### config.mk
export PLATFORM = sky130hd
export DESIGN_NAME = hilo_muldiv_unit
export DESIGN_NICKNAME = d
export VERILOG_FILES = /design/src/rtl/hilo_pkg.sv /design/src/rtl/muldiv_step.sv /design/src/rtl/hilo_muldiv_unit.sv
export SDC_FILE = /design/constraint.sdc
export NUM_CORES = 1
export LEC_CHECK = 0
export BUFFER_PORTS_ARGS = -buffer_cell sky130_fd_sc_hd__buf_2
export CAP_MARGIN = 20
export CORE_UTILIZATION = 30
export CTS_BUF_LIST = sky130_fd_sc_hd__clkbuf_2
export DETAILED_ROUTE_END_ITERATION = 8
export PLACE_DENSITY = 0.48
export SYNTH_ARGS = -nofsm -noshare
export SYNTH_HDL_FRONTEND = slang
export SYNTH_HIERARCHICAL = 1
export SYNTH_SLANG_ARGS = --single-unit
### constraint.sdc
create_clock -name Clk -period 19.9 [get_ports Clk]
set_input_delay 2.985 -clock Clk [delete_from_list [all_inputs] [get_ports Clk]]
set_output_delay 2.985 -clock Clk [all_outputs]
set_load 0.01 [all_outputs]
### src/rtl/hilo_pkg.sv
// Shared definitions for the HI/LO multiply/divide unit: op encodings,
// FSM states and the default datapath width.
package hilo_pkg;

  localparam int DEFAULT_WIDTH = 32;

  // Codes 6 and 7 are undefined and ignored by the unit.
  typedef enum logic [2:0] {
    OP_MULT  = 3'd0,
    OP_MULTU = 3'd1,
    OP_DIV   = 3'd2,
    OP_DIVU  = 3'd3,
    OP_MTHI  = 3'd4,
    OP_MTLO  = 3'd5
  } op_t;

  typedef enum logic [1:0] {
    ST_IDLE   = 2'd0,
    ST_CALC   = 2'd1,
    ST_FINISH = 2'd2
  } state_t;

  function automatic logic is_muldiv(input logic [2:0] op);
    return (op == OP_MULT) || (op == OP_MULTU) || (op == OP_DIV) || (op == OP_DIVU);
  endfunction

endpackage

### src/rtl/muldiv_step.sv
// One iteration of an unsigned shift-add multiply or restoring divide on
// the upper half of the shared HI:LO accumulator.
module muldiv_step
  import hilo_pkg::*;
#(
  parameter int WIDTH = DEFAULT_WIDTH
) (
  input  logic             is_div,
  input  logic [WIDTH-1:0] part,
  input  logic             lo_lsb,
  input  logic             lo_msb,
  input  logic [WIDTH-1:0] opnd,
  output logic [WIDTH-1:0] part_next,
  output logic             q_bit
);

  logic [WIDTH:0] sum;
  logic [WIDTH:0] shifted;
  logic [WIDTH:0] diff;

  always_comb begin
    sum       = {1'b0, part} + (lo_lsb ? {1'b0, opnd} : '0);
    shifted   = {part, lo_msb};
    diff      = shifted - {1'b0, opnd};
    part_next = '0;
    q_bit     = 1'b0;
    if (is_div) begin
      // Remainder stays below the divisor, so diff[WIDTH] is a true borrow.
      q_bit     = ~diff[WIDTH];
      part_next = diff[WIDTH] ? shifted[WIDTH-1:0] : diff[WIDTH-1:0];
    end else begin
      // q_bit carries the product bit that shifts down into LO.
      part_next = sum[WIDTH:1];
      q_bit     = sum[0];
    end
  end

endmodule

### src/rtl/hilo_muldiv_unit.sv
// Iterative MULT/MULTU/DIV/DIVU unit with HI/LO registers and MTHI/MTLO.
//   state     | meaning
//   ST_IDLE   | waiting for Start; MTHI/MTLO load directly
//   ST_CALC   | one mult/div step per cycle, cnt 0..WIDTH-1
//   ST_FINISH | sign fix, load Hi/Lo, pulse Done
module hilo_muldiv_unit
  import hilo_pkg::*;
#(
  parameter int WIDTH = DEFAULT_WIDTH
) (
  input  logic             Clk,
  input  logic             Rst,
  input  logic             Start,
  input  logic [2:0]       Op,
  input  logic [WIDTH-1:0] A,
  input  logic [WIDTH-1:0] B,
  output logic             Busy,
  output logic             Done,
  output logic [WIDTH-1:0] Hi,
  output logic [WIDTH-1:0] Lo
);

  localparam int CW = $clog2(WIDTH);

  state_t             state;
  logic [CW-1:0]      cnt;
  logic [2*WIDTH-1:0] acc;
  logic [WIDTH-1:0]   opnd;
  logic [WIDTH-1:0]   a_q;
  logic               is_div_q;
  logic               neg_res;
  logic               neg_rem;
  logic               div_zero;

  logic             sgn, a_neg, b_neg, is_div_in;
  logic [WIDTH-1:0] mag_a, mag_b;

  always_comb begin
    sgn       = (Op == OP_MULT) || (Op == OP_DIV);
    is_div_in = (Op == OP_DIV) || (Op == OP_DIVU);
    a_neg     = sgn & A[WIDTH-1];
    b_neg     = sgn & B[WIDTH-1];
    mag_a     = a_neg ? -A : A;
    mag_b     = b_neg ? -B : B;
  end

  logic [WIDTH-1:0] part_next;
  logic             q_bit;
  logic [WIDTH-1:0] lower_next;

  muldiv_step #(.WIDTH(WIDTH)) u_step (
    .is_div    (is_div_q),
    .part      (acc[2*WIDTH-1:WIDTH]),
    .lo_lsb    (acc[0]),
    .lo_msb    (acc[WIDTH-1]),
    .opnd      (opnd),
    .part_next (part_next),
    .q_bit     (q_bit)
  );

  assign lower_next = is_div_q ? {acc[WIDTH-2:0], q_bit} : {q_bit, acc[WIDTH-1:1]};

  logic [2*WIDTH-1:0] prod;
  logic [WIDTH-1:0]   quot, rem, hi_res, lo_res;

  always_comb begin
    prod   = neg_res ? -acc : acc;
    quot   = neg_res ? -acc[WIDTH-1:0] : acc[WIDTH-1:0];
    rem    = neg_rem ? -acc[2*WIDTH-1:WIDTH] : acc[2*WIDTH-1:WIDTH];
    hi_res = prod[2*WIDTH-1:WIDTH];
    lo_res = prod[WIDTH-1:0];
    if (is_div_q) begin
      hi_res = div_zero ? a_q : rem;
      lo_res = div_zero ? '1 : quot;
    end
  end

  always_ff @(posedge Clk or posedge Rst) begin
    if (Rst) begin
      state    <= ST_IDLE;
      cnt      <= '0;
      acc      <= '0;
      opnd     <= '0;
      a_q      <= '0;
      is_div_q <= 1'b0;
      neg_res  <= 1'b0;
      neg_rem  <= 1'b0;
      div_zero <= 1'b0;
      Busy     <= 1'b0;
      Done     <= 1'b0;
      Hi       <= '0;
      Lo       <= '0;
    end else begin
      Done <= 1'b0;
      case (state)
        ST_IDLE: begin
          if (Start) begin
            if (is_muldiv(Op)) begin
              acc      <= {{WIDTH{1'b0}}, (is_div_in ? mag_a : mag_b)};
              opnd     <= is_div_in ? mag_b : mag_a;
              a_q      <= A;
              is_div_q <= is_div_in;
              neg_res  <= a_neg ^ b_neg;
              neg_rem  <= a_neg;
              div_zero <= (B == '0);
              cnt      <= '0;
              Busy     <= 1'b1;
              state    <= ST_CALC;
            end else if (Op == OP_MTHI) begin
              Hi <= A;
            end else if (Op == OP_MTLO) begin
              Lo <= A;
            end
          end
        end
        ST_CALC: begin
          acc <= {part_next, lower_next};
          if (cnt == CW'(WIDTH - 1)) begin
            state <= ST_FINISH;
          end else begin
            cnt <= cnt + 1'b1;
          end
        end
        ST_FINISH: begin
          Hi    <= hi_res;
          Lo    <= lo_res;
          Done  <= 1'b1;
          Busy  <= 1'b0;
          cnt   <= '0;
          state <= ST_IDLE;
        end
        default: state <= ST_IDLE;
      endcase
    end
  end

endmodule

* Word-level counts from Yosys, hierarchy flattened
Cells that the tools add are included.
** Storage, ports and cells
- Bits in registers :: 205
- Latch bits :: 0
- Memory bits (writable) :: 0
- ROM bits :: 0
- Input bits :: 70
- Output and inout bits :: 66
- Word-level logic and storage cells :: 99
- Memories kept :: 0
** Operators by class
- Add/sub/neg operators :: 8
- Multipliers :: 0
- Divide/modulo/power cells :: 0
- $lt $le $gt $ge :: 0
- Equal/unequal tests :: 16
- Shift operators :: 0
- Muxes and demuxes :: 40
- Bitwise gates (word level) :: 4
- Reduce and logical (&&, ||, !) cells :: 18
** Operator list (count)
- 32-bit 2-to-1 mux :: 21
- 64-bit 2-to-1 mux :: 3
- 32-bit negator :: 4
- 32-bit case mux with 2 select lines :: 2
- 64-bit case mux with 2 select lines :: 1
- 64-bit negator :: 1
- 32-bit by 33-bit adder with 33-bit output :: 1
- 33-bit by 32-bit subtractor with 33-bit output :: 1
- 32-bit zero test :: 1
- 2-bit inequality test (second input constant) :: 8
- 5-bit 2-to-1 mux :: 3
- 5-bit case mux with 3 select lines :: 1
- 3-bit AND reduction :: 4
- 4-bit AND reduction :: 2
- 3-bit by 2-bit == test with 1-bit output (second input constant) :: 2
- 3-bit == test (second input constant) :: 2
- 2-bit 2-to-1 mux :: 3
- 5-bit by 1-bit adder with 5-bit output (second input constant) :: 1
- 5-bit == test (second input constant) :: 1
- 1-bit logical OR :: 5
- 5-bit AND reduction :: 1
- 1-bit 2-to-1 mux :: 4
- 2-bit case mux with 2 select lines :: 1
- 2-bit nonzero test :: 2
- 10 further kinds :: 11

* Longest topological paths before layout
Gate-level depths: netlist of run 1.
- Depth in word-level cells :: 8
- Depth in mapped cells :: 17
- Depth with buffers taken out :: 15

* By module
Netlist of run 1, hierarchy kept.
** By module, submodules not included
- hilo_muldiv_unit :: instances 1, cells an instance 1623, area an instance 13396.6 um^2, sequential area each 5129.9 um^2
- muldiv_step :: instances 1, cells an instance 638, area an instance 4446.8 um^2, sequential area each 0.0 um^2

* Worst setup path before layout of run 1
OpenSTA, ideal clock, no wires.
- Kind :: input port to flip-flop
- Start point :: in A[2]
- End point :: reg opnd[31]
- Setup time :: 95 ps
- Arrival time :: 4924 ps
- Data required time :: 19805 ps
- Slack :: 14880 ps
- Cell stages on the path :: 8
- Path buffers :: 2
- Cells stage by stage :: clkbuf_1 or4_1 nor4bb_1 clkbuf_1 nand2_1 nor4bb_1 nor3b_1 o31ai_1
** On the way
- Cells in the longest elaborated chain, start to end :: 3
** Ends and longest elaborated chain
- from (decl) :: RTL line hilo_muldiv_unit.sv:15 : input logic [WIDTH-1:0] A,
- 32-bit negator :: RTL line hilo_muldiv_unit.sv:43 : mag_a = a_neg ? -A : A;
- 32-bit 2-to-1 mux :: RTL line hilo_muldiv_unit.sv:43
- 32-bit 2-to-1 mux :: RTL line hilo_muldiv_unit.sv:100 : opnd <= is_div_in ? mag_b : mag_a;
- to (signal assigned) :: RTL line hilo_muldiv_unit.sv:100
- to (decl) :: RTL line hilo_muldiv_unit.sv:28 : logic [WIDTH-1:0] opnd;
Every way passes these cells.
A chain may end at the register's enable or synchronous reset.

* Final worst setup path of run 1
- Start point :: reg Hi[13]
- End point :: out Hi[13]
** RTL lines
- from (decl) :: RTL line hilo_muldiv_unit.sv:19 : output logic [WIDTH-1:0] Hi,
- from (signal assigned) :: RTL line hilo_muldiv_unit.sv:125 : Hi <= hi_res;
No word-level cell between the ends.

==> results.ini, run 1 <==
[outcome]
outcome=finished, final reports clean

[hold_path]
whs_path_depth=2
hold_path_class=flip-flop to flip-flop

[sta]
fmax_mhz=213
tightest_slew_ns=1.08
period_minus_slack_ns=4.69
setup_tns_ns=0
rsz0062_at_grt=false
skew_ns=0.0952
setup_viol=0
hold_ws_ns=0.484
slew_headroom=0.280
fin_crit_sh=0.235
hold_viol_final=0
slew_violations=0

[worst_setup_path]
crit_family=flip-flops
critical_path.max_fanout=2
start_kind=flip-flop
critPathCaptureType=output pin
cp.arrival_ns=1.70
cpPeakStageDelay_ns=0.44
cp_cell_sequence=buf_2
critPathBufInv=1
critPathKind=flip-flop to output pin
crit_required_ns=16.91
critical-path-slowest-cell=dfrtp_1
cp.depth=1
rr_worst_depth=11

[placement]
io_buffers=135
dp.cells=3033
post-dp-hpwl_um=56900
gp_congestion=0.928
place_area_um2=19100

[run]
cap_violations=0

[cts]
post-cts-setup-buffer-count=0
cts_resized=0
hold_buffers=0
clock_path_buffers=3
cts_max_level=2
cts_root_buf=clkbuf_2
clock_sinks=205
clk_latency_ns=1.11
cts_buffers=58
cts_tree=yes
clk_pin_slew_ns=0.13

[global_route]
grt-ovfl-total=0
grt_pass1_wl_um=115000
grt_pass1_vias=17900
antenna_found_initial=9
grt_usage=0.253
grt_max_degree=102

[route]
postRouteAntennaNets=0
wire_per_inst_um=24.8
drc=0
num_vias=18500
first_pass_iters=7
via_per_inst=5.89
drt_wl_total_um=77900
first_iter_violations=1752

[power_and_ir_drop]
pwr_density_cell_nw_per_um2=192
power.leakage_uw=0.00835
ir_drop_v=0.000112

[synth]
synth_cells=2261
synth_edf_count=0
mappedNetlistNets=2403
synthArstFlopShare=1.00
ys.flop_type=dfrtp_1
syn-cell-area_um2=17800
ys_seq_elements=205
ys_warn_count=6
netlist.area_leader.share=0.287
synth_top_area_cell=dfrtp_1
syn_avg_cell_area_um2=7.89
synth_area_leaders=dfrtp_1 (29%), nand2_1 (6.5%), ha_1 (4.9%)
ys_seq_area_frac=0.287
yosysUniqueCellTypes=93

[cells_and_area]
nets=2463
drive_gt1_frac=0.142
fin_area_um2=19600
instances_no_fill=3140
synthToLayoutAreaGrowth_pct=10.1

[die]
start_util=0.303
fp.coreArea_um2=58900
dieArea_um2=60500
die_height_um=246
io_pins=136
die_x_um=246
rows=89

[path summary, 6_finish.rpt]
kind                              start  endpoint  slack [ns]
worst min-delay path             Lo[18]    Lo[18]        0.48
worst max-delay path             Hi[13]    Hi[13]       15.21
worst min register to register   Lo[18]    Lo[18]        0.48
min in group asynchronous           Rst  opnd[26]        1.99
max in group asynchronous           Rst   opnd[8]       16.58
worst max register to register  acc[41]   acc[56]       15.46
[routing by layer]
| metal | GRT usage | wire, um | vias to the layer above |
|---|---|---|---|
| li1 | - | - | 8487 |
| met1 | 0.335 | 33200 | 9051 |
| met2 | 0.402 | 35700 | 801 |
| met3 | 0.0487 | 6130 | 153 |
| met4 | 0.102 | 2890 | 2 |
| met5 | 0 | 13 | - |
[logic make-up (layout without fill, tap and decap cells)]
family	count (synthesis)	in the layout	share of synthesized area
AND/OR/NAND/NOR	806	806	0.221
AO/OA/AOI/OAI	716	716	0.269
buffers and inverters	232	336	0.0515
flip-flops	205	205	0.287
XOR/XNOR	144	144	0.0707
multiplexers	86	86	0.0493
adder cells (fa/ha/maj)	72	72	0.0513
other	0	2	0
[cells in the mapped netlist, types with 13 or more instances]
| cell type | instances |
|---|---|
| a211oi_1 | 20 |
| a21o_1 | 38 |
| a21oi_1 | 149 |
| a221oi_1 | 14 |
| a22o_1 | 30 |
| a31oi_1 | 38 |
| and2_1 | 38 |
| and3_1 | 18 |
| buf_1 | 17 |
| clkbuf_1 | 139 |
| dfrtp_1 | 205 |
| ha_1 | 70 |
| inv_1 | 62 |
| mux2_2 | 14 |
| mux2i_1 | 71 |
| nand2_1 | 309 |
| nand2b_1 | 17 |
| nand3_1 | 30 |
| nand4_1 | 13 |
| nor2_1 | 165 |
| nor2b_1 | 13 |
| nor3_1 | 51 |
| nor4_1 | 35 |
| o211ai_1 | 33 |
| o21a_1 | 15 |
| o21ai_0 | 153 |
| o221ai_1 | 33 |
| o22ai_1 | 37 |
| o31ai_1 | 38 |
| o41ai_1 | 19 |
| or3_1 | 28 |
| or4_1 | 23 |
| xnor2_1 | 87 |
| xor2_1 | 57 |
[where the power goes]
group / switching, uW / total, uW / internal [uW] / leakage [uW]
registers: 349 / 974 / 625 / 0.00245
logic: 1450 / 2460 / 1020 / 0.00548
clock network: 214 / 338 / 124 / 0.000412
total: 2010 / 3770 / 1760 / 0.00835
[registers in the layout, summed over array words and instances (netlist names)]
| name | count |
|---|---|
| Busy | 1 |
| Done | 1 |
| Hi | 32 |
| Lo | 32 |
| a_q | 32 |
| acc | 64 |
| cnt | 5 |
| div_zero | 1 |
| is_div_q | 1 |
| neg_rem | 1 |
| neg_res | 1 |
| opnd | 32 |
| state | 2 |
[area by class of cell]
class | count | area (um^2)
inverters | 65 | 251
clock buffers | 93 | 465
repair buffers | 167 | 935
flip-flops and latches | 205 | 5130
well taps | 773 | 967
multi-input cells | 1824 | 11800
clock inverters | 11 | 51.3
diodes | 2 | 5.00
fillers | 6265 | 39300
[per-stage QoR]
step | total power (uW) | utilization | setup slack [ns]
finish | 3770 | 0.333 | 15.21
global route | 4070 | 0.333 | 15.13
CTS | 3750 | 0.333 | 15.13
detailed placement | 3400 | 0.324 | 14.34
global placement | 3370 | 0.324 | 14.35
floorplan | 2680 | - | 11.32
[layout by cell type, fill, tap and decap left out, types with 17 or more instances in the layout]
cell type / n
a31oi_1: 38
buf_2: 135
nor4_1: 35
nand2_1: 308
or4_1: 23
o21ai_0: 153
a22o_1: 30
and2_1: 38
ha_1: 70
a21o_1: 37
nor3_1: 50
or3_1: 28
xnor2_1: 87
nor2_1: 163
and3_1: 18
o22ai_1: 37
a211oi_1: 20
mux2i_1: 71
xor2_1: 57
clkbuf_2: 93
o31ai_1: 38
o41ai_1: 19
o211ai_1: 33
buf_4: 29
nand3_1: 30
dfrtp_1: 204
nand2b_1: 17
inv_1: 61
a21oi_1: 148
o221ai_1: 33
Power figures use the tool's default switching activity.
==> run 2: changes to the inputs <==
==> constraint.sdc (replaced) <==
create_clock -name Clk -period 4.7 [get_ports Clk]
set_input_delay 0.705 -clock Clk [delete_from_list [all_inputs] [get_ports Clk]]
set_output_delay 0.705 -clock Clk [all_outputs]
set_load 0.01 [all_outputs]
==> results.ini, run 2 (synthesis gave the netlist of run 1 again) <==
[cells_and_area]
layout.cells.most_common=nand2_1  ; unchanged
top_register=acc  ; unchanged
multi_input_area_um2=11800  ; unchanged
most-common-layout-cells=nand2_1 (308), dfrtp_1 (204), nor2_1 (163)  ; unchanged
drive_gt1_frac=0.145  ; was 0.142
nets=2547  ; was 2,463
largest_reg_flops=64  ; unchanged
synthToLayoutAreaGrowth_pct=14.5  ; was 10.1%
regArea_um2=5130  ; unchanged
instances_no_fill=3226  ; was 3,140
fill_cells=6245  ; was 6,265

[cts]
cts_tree=yes  ; unchanged
clk_latency_ns=1.13  ; was 1.11 ns
cts_max_level=2  ; unchanged
clock_path_buffers=3  ; unchanged
cts_resized=0  ; unchanged
cts_root_buf=clkbuf_2  ; unchanged
clock_sinks=205  ; unchanged
clk_pin_slew_ns=0.12  ; was 0.13 ns
post-cts-setup-buffer-count=0  ; unchanged
cts_buffers=60  ; was 58

[placement]
dp.cells=3060  ; was 3,033
post-dp-hpwl_um=58900  ; was 56,900 um
gp_congestion=0.970  ; was 0.928
io_buffers=135  ; unchanged

[worst_setup_path]
cp.arrival_ns=5.12  ; was 1.70 ns
start_kind=flip-flop  ; unchanged
critPathKind=flip-flop to flip-flop  ; was flip-flop to output pin
crit_required_ns=5.69  ; was 16.91 ns
critPathCaptureType=flip-flop  ; was output pin
crit_path_start=acc[0]  ; was Hi[13]
crit_family=compound AO/OA/AOI/OAI gates  ; was flip-flops
critPathBufInv=1  ; unchanged
critical_path.max_fanout=31  ; was 2
cpPeakStageDelay_ns=0.82  ; was 0.44 ns
critical-path-slowest-cell=nor4_1  ; was dfrtp_1
cp_cell_sequence=buf_12, and2_1, ha_1, o21ai_0, o21ai_1, a211oi_1, nor4_1, o21ai_0, o211ai_1, nand2b_1, mux2i_1, o211ai_1, a22o_1  ; was buf_2
reg2reg_from=acc[0]  ; was acc[41]

[route]
wire_per_inst_um=24.6  ; was 24.8 um
first_iter_violations=1750  ; was 1,752
postRouteAntennaNets=0  ; unchanged
drt_wl_total_um=79200  ; was 77,900 um
via_per_inst=5.87  ; was 5.89
drc=0  ; unchanged
num_vias=18900  ; was 18,500
first_pass_iters=6  ; was 7

[die]
start_util=0.303  ; unchanged
die_x_um=246  ; unchanged
die_height_um=246  ; unchanged
dieArea_um2=60500  ; unchanged
io_pins=136  ; unchanged
rows=89  ; unchanged
fp.coreArea_um2=58900  ; unchanged

[global_route]
grt_max_degree=90  ; was 102
grt_pass1_wl_um=117000  ; was 115,000 um
grt_usage=0.258  ; was 0.253
grt-ovfl-total=0  ; unchanged
antenna_found_initial=4  ; was 9
grt_pass1_vias=18200  ; was 17,900

[sta]
period_minus_slack_ns=4.13
slew_violations=0  ; unchanged
hold_viol_final=0  ; unchanged
skew_ns=0.0969  ; was 0.0952 ns
rsz0062_at_grt=false  ; unchanged
slew_headroom=0.300  ; was 0.280
setup_viol=0  ; unchanged
tightest_slew_ns=1.04  ; was 1.08 ns
fin_crit_sh=0.879
setup_tns_ns=0  ; unchanged
fmax_mhz=242

[hold_path]
hold_start=B[31]  ; was Lo[18]
hold_path_class=input pin to flip-flop  ; was flip-flop to flip-flop

[power_and_ir_drop]
power.leakage_uw=0.00870  ; was 0.00835 uW
ir_drop_v=0.000533  ; was 0.000112 V
pwr_density_cell_nw_per_um2=797  ; was 192 nW/um^2

[outcome]
outcome=finished, final reports clean  ; unchanged

[run]
cap_violations=0  ; unchanged

-- run 2: cell types whose count changed in the layout (fill, tap and decap cells not counted), moves of 3 or more --
cell           previous run  this run
buf_4                    29        54
dlygate4sd3_1             0        56
clkinv_1                 10        20
clkbuf_2                 93        82
buf_12                    0         3
clkinv_2                  0         4
-- run 2: what timing repair did --
item,CTS,global route
hold buffers,56,0
endpoints found under the hold margin,107,0
setup endpoints to repair,0,0
-- run 2: area by class of cell --
type,instances,area share
well taps,773,0.0473
repair buffers,249,0.0840
inverters,65,0.0121
multi-input cells,1824,0.579
clock inverters,25,0.00545
clock buffers,82,0.0201
diodes,3,0.000368
flip-flops and latches,205,0.251
-- run 2: power breakdown --
group | internal (uW) | switching (uW)
logic | 4490 | 6390
clock network | 492 | 940
registers | 2650 | 1310
-- run 2: per-layer routing --
layer,vias to the layer above,part of all wire,track usage
met1,9342,0.44,0.344
li1,8655,-,-
met5,-,0.00010,0
met3,177,0.070,0.0468
met4,2,0.043,0.108
met2,772,0.45,0.407
-- run 2: final timing paths --
| path | to | cells after the start | slack [ns] |
|---|---|---|---|
| max | acc[62] | 13 | 0.57 |
| min | opnd[31] | 4 | 0.11 |
| max reg2reg | acc[62] | 13 | 0.57 |
| min reg2reg | a_q[8] | 2 | 0.48 |
| max in group asynchronous | Hi[26] | 4 | 3.32 |
| min in group asynchronous | Lo[16] | 3 | 0.18 |
-- run 2: worst min-delay path, stage by stage --
cell and delay [ns]:
buf_2 0.16, a21boi_0 0.16, nor2b_1 0.11, o31ai_1 0.07
-- run 2: per-stage QoR --
step           worst slack, ns  total power (uW)  area (um^2)  utilization  hold slack (ns)
2_1_floorplan             1.34             11300        17800            -            0.437
3_3_place_gp             0.738             14500        19300        0.328            0.449
3_5_place_dp             0.767             14600        19300        0.328            0.455
4_1_cts                  0.665             16200        20400        0.347          0.00584
5_1_grt                  0.475             17500        20400        0.347            0.111
6_report                 0.568             16300        20400        0.347            0.111
==> run 3: changes to the inputs <==
--- a/config.mk
+++ b/config.mk
@@ -6,11 +6,11 @@
 export NUM_CORES = 1
 export LEC_CHECK = 0
 export BUFFER_PORTS_ARGS = -buffer_cell sky130_fd_sc_hd__buf_2
-export CAP_MARGIN = 20
 export CORE_UTILIZATION = 30
 export CTS_BUF_LIST = sky130_fd_sc_hd__clkbuf_2
 export DETAILED_ROUTE_END_ITERATION = 8
 export PLACE_DENSITY = 0.48
+export RECOVER_POWER = 25
 export SYNTH_ARGS = -nofsm -noshare
 export SYNTH_HDL_FRONTEND = slang
 export SYNTH_HIERARCHICAL = 1
==> results.ini, run 3 (synthesis gave the netlist of run 1 again) <==
[outcome]
outcome=finished with violations  ; was finished, final reports clean
violations=capacitance limit, slew limit

[route]
first_iter_violations=1918  ; was 1,750
drc=0  ; unchanged
num_vias=18900  ; about the same
postRouteAntennaNets=0  ; unchanged
drt_wl_total_um=79100  ; was 79,200 um
wire_per_inst_um=24.6  ; about the same
via_per_inst=5.86  ; was 5.87
first_pass_iters=7  ; was 6

[global_route]
grt-ovfl-total=0  ; unchanged
grt_max_degree=90  ; unchanged
grt_pass1_vias=18400  ; was 18,200
antenna_found_initial=6  ; was 4
grt_usage=0.259  ; was 0.258
grt_pass1_wl_um=117000  ; about the same

[sta]
slew_violations=135  ; was 0
layout_setup_ws_ns=0.647  ; was 0.568 ns
hold_viol_final=0  ; unchanged
tightest_slew_ns=2.61  ; was 1.04 ns
setup_tns_ns=0  ; unchanged
slew_headroom=-0.738  ; was 0.300
period_minus_slack_ns=4.05  ; was 4.13 ns
setup_viol=0  ; unchanged
skew_ns=0.0983  ; was 0.0969 ns
fmax_mhz=247  ; was 242 MHz
rsz0062_at_grt=false  ; unchanged
fin_crit_sh=0.862  ; was 0.879

[cells_and_area]
drive_gt1_frac=0.147  ; was 0.145
synthToLayoutAreaGrowth_pct=14.1  ; was 14.5%
regArea_um2=5130  ; unchanged
top_register=acc  ; unchanged
layout.cells.most_common=nand2_1  ; unchanged
nets=2542  ; was 2,547
fill_cells=6258  ; was 6,245
most-common-layout-cells=nand2_1 (308), dfrtp_1 (204), nor2_1 (163)  ; unchanged
largest_reg_flops=64  ; unchanged
multi_input_area_um2=11800  ; unchanged

[worst_setup_path]
critPathKind=flip-flop to flip-flop  ; unchanged
cp.arrival_ns=5.09  ; was 5.12 ns
crit_required_ns=5.73  ; was 5.69 ns
critical_path.max_fanout=31  ; unchanged
regToRegEndpoint=acc[56]  ; was acc[62]
reg2reg_from=acc[0]  ; unchanged
start_kind=flip-flop  ; unchanged
critPathCaptureType=flip-flop  ; unchanged
reg2reg_slack_ns=0.65  ; was 0.57 ns
rr_worst_depth=13  ; unchanged

[hold_path]
hold_path_end=a_q[0]  ; was opnd[31]
whs_path_depth=3  ; was 4
hold_path_class=input pin to flip-flop  ; unchanged
hold_start=A[0]  ; was B[31]

[die]
start_util=0.303  ; unchanged
fp.coreArea_um2=58900  ; unchanged
io_pins=136  ; unchanged
dieArea_um2=60500  ; unchanged
rows=89  ; unchanged
die_height_um=246  ; unchanged
die_x_um=246  ; unchanged

[placement]
gp_congestion=0.970  ; unchanged
io_buffers=135  ; unchanged
post-place-ws_ns=0.770  ; was 0.767 ns
post-dp-hpwl_um=58700  ; was 58,900 um

[power_and_ir_drop]
p_switching_uw=8600  ; was 8640 uW
p_seq_frac=0.244  ; was 0.243
clkPwrFrac=0.088  ; about the same
pwr_density_cell_nw_per_um2=798  ; was 797 nW/um^2
power.leakage_uw=0.00867  ; was 0.00870 uW
intPower_uw=7650  ; was 7630 uW
ir_drop_v=0.000357  ; was 0.000533 V
netSwitchingFraction=0.529  ; was 0.531
combPwrFrac=0.668  ; was 0.669

[cts]
cts_max_level=2  ; unchanged
cts_root_buf=clkbuf_2  ; unchanged
clk_latency_ns=1.12  ; was 1.13 ns
clk_pin_slew_ns=0.11  ; was 0.12 ns
clock_sinks=205  ; unchanged
clock_path_buffers=3  ; unchanged
cts_tree=yes  ; unchanged
hold_buffers=52  ; was 56
cts_buffers=60  ; unchanged
cts_resized=0  ; unchanged
post-cts-setup-buffer-count=0  ; unchanged

[run]
cap_violations=2  ; was 0

==> run 3: power by group through the flow <==
stage               logic, uW  registers (uW)  clock network, uW
detailed placement      10600            3970                  0
CTS                     10700            3940               1490
global route            11900            4040               1580
global placement        10600            3960                  0
floorplan                7950            3380                  0
finish                  10900            3960               1440
==> run 3: critical path: stages (launching register included) <==
cell      delay (ns)
dfrtp_1         0.55
buf_12          0.25
and2_1          0.15
ha_1            0.35
o21ai_0         0.17
o21ai_1         0.30
a211oi_1        0.15
nor4_1          0.83
o21a_1          0.24
a21oi_1         0.09
nor2b_1         0.20
mux2_2          0.36
a211oi_1        0.17
a22o_1          0.16
==> run 3: layer usage <==
| metal | part of all wire | GRT usage | vias to the layer above |
|---|---|---|---|
| li1 | - | - | 8640 |
| met5 | 0 | 0 | - |
| met4 | 0.048 | 0.126 | 0 |
| met3 | 0.071 | 0.0449 | 165 |
| met1 | 0.43 | 0.346 | 9262 |
| met2 | 0.45 | 0.401 | 797 |
==> run 3: stage by stage <==
stage	cell area, um^2	power [uW]	std cells	hold WS (ns)	utilization
6_report	20400	16300	3220	0.112	0.346
5_1_grt	20400	17600	3217	0.0362	0.345
4_1_cts	20400	16100	3216	0.00536	0.346
3_3_place_gp	19300	14500	3059	0.449	0.328
3_5_place_dp	19300	14600	3059	0.454	0.328
2_1_floorplan	17800	11300	2261	0.437	-
==> run 3: final cells by class <==
class | instances | area share
clock buffer | 90 | 0.0221
tap | 773 | 0.0475
antenna | 4 | 0.000492
multi-input combinational | 1824 | 0.581
sequential | 205 | 0.252
timing repair buffer | 244 | 0.0807
inverter | 65 | 0.0120
clock inverter | 15 | 0.00375
==> run 3: how the worst max path moves through the flow <==
stage / startpoint / end / slack [ns] / cells past startpoint
CTS: acc[0] / acc[62] / 0.74 / 13
global placement: acc[0] / acc[56] / 0.74 / 13
global route: acc[0] / acc[62] / 0.39 / 13
finish: acc[0] / acc[56] / 0.65 / 13
floorplan: Rst / Busy / 1.34 / 1
detailed placement: acc[0] / acc[62] / 0.77 / 13
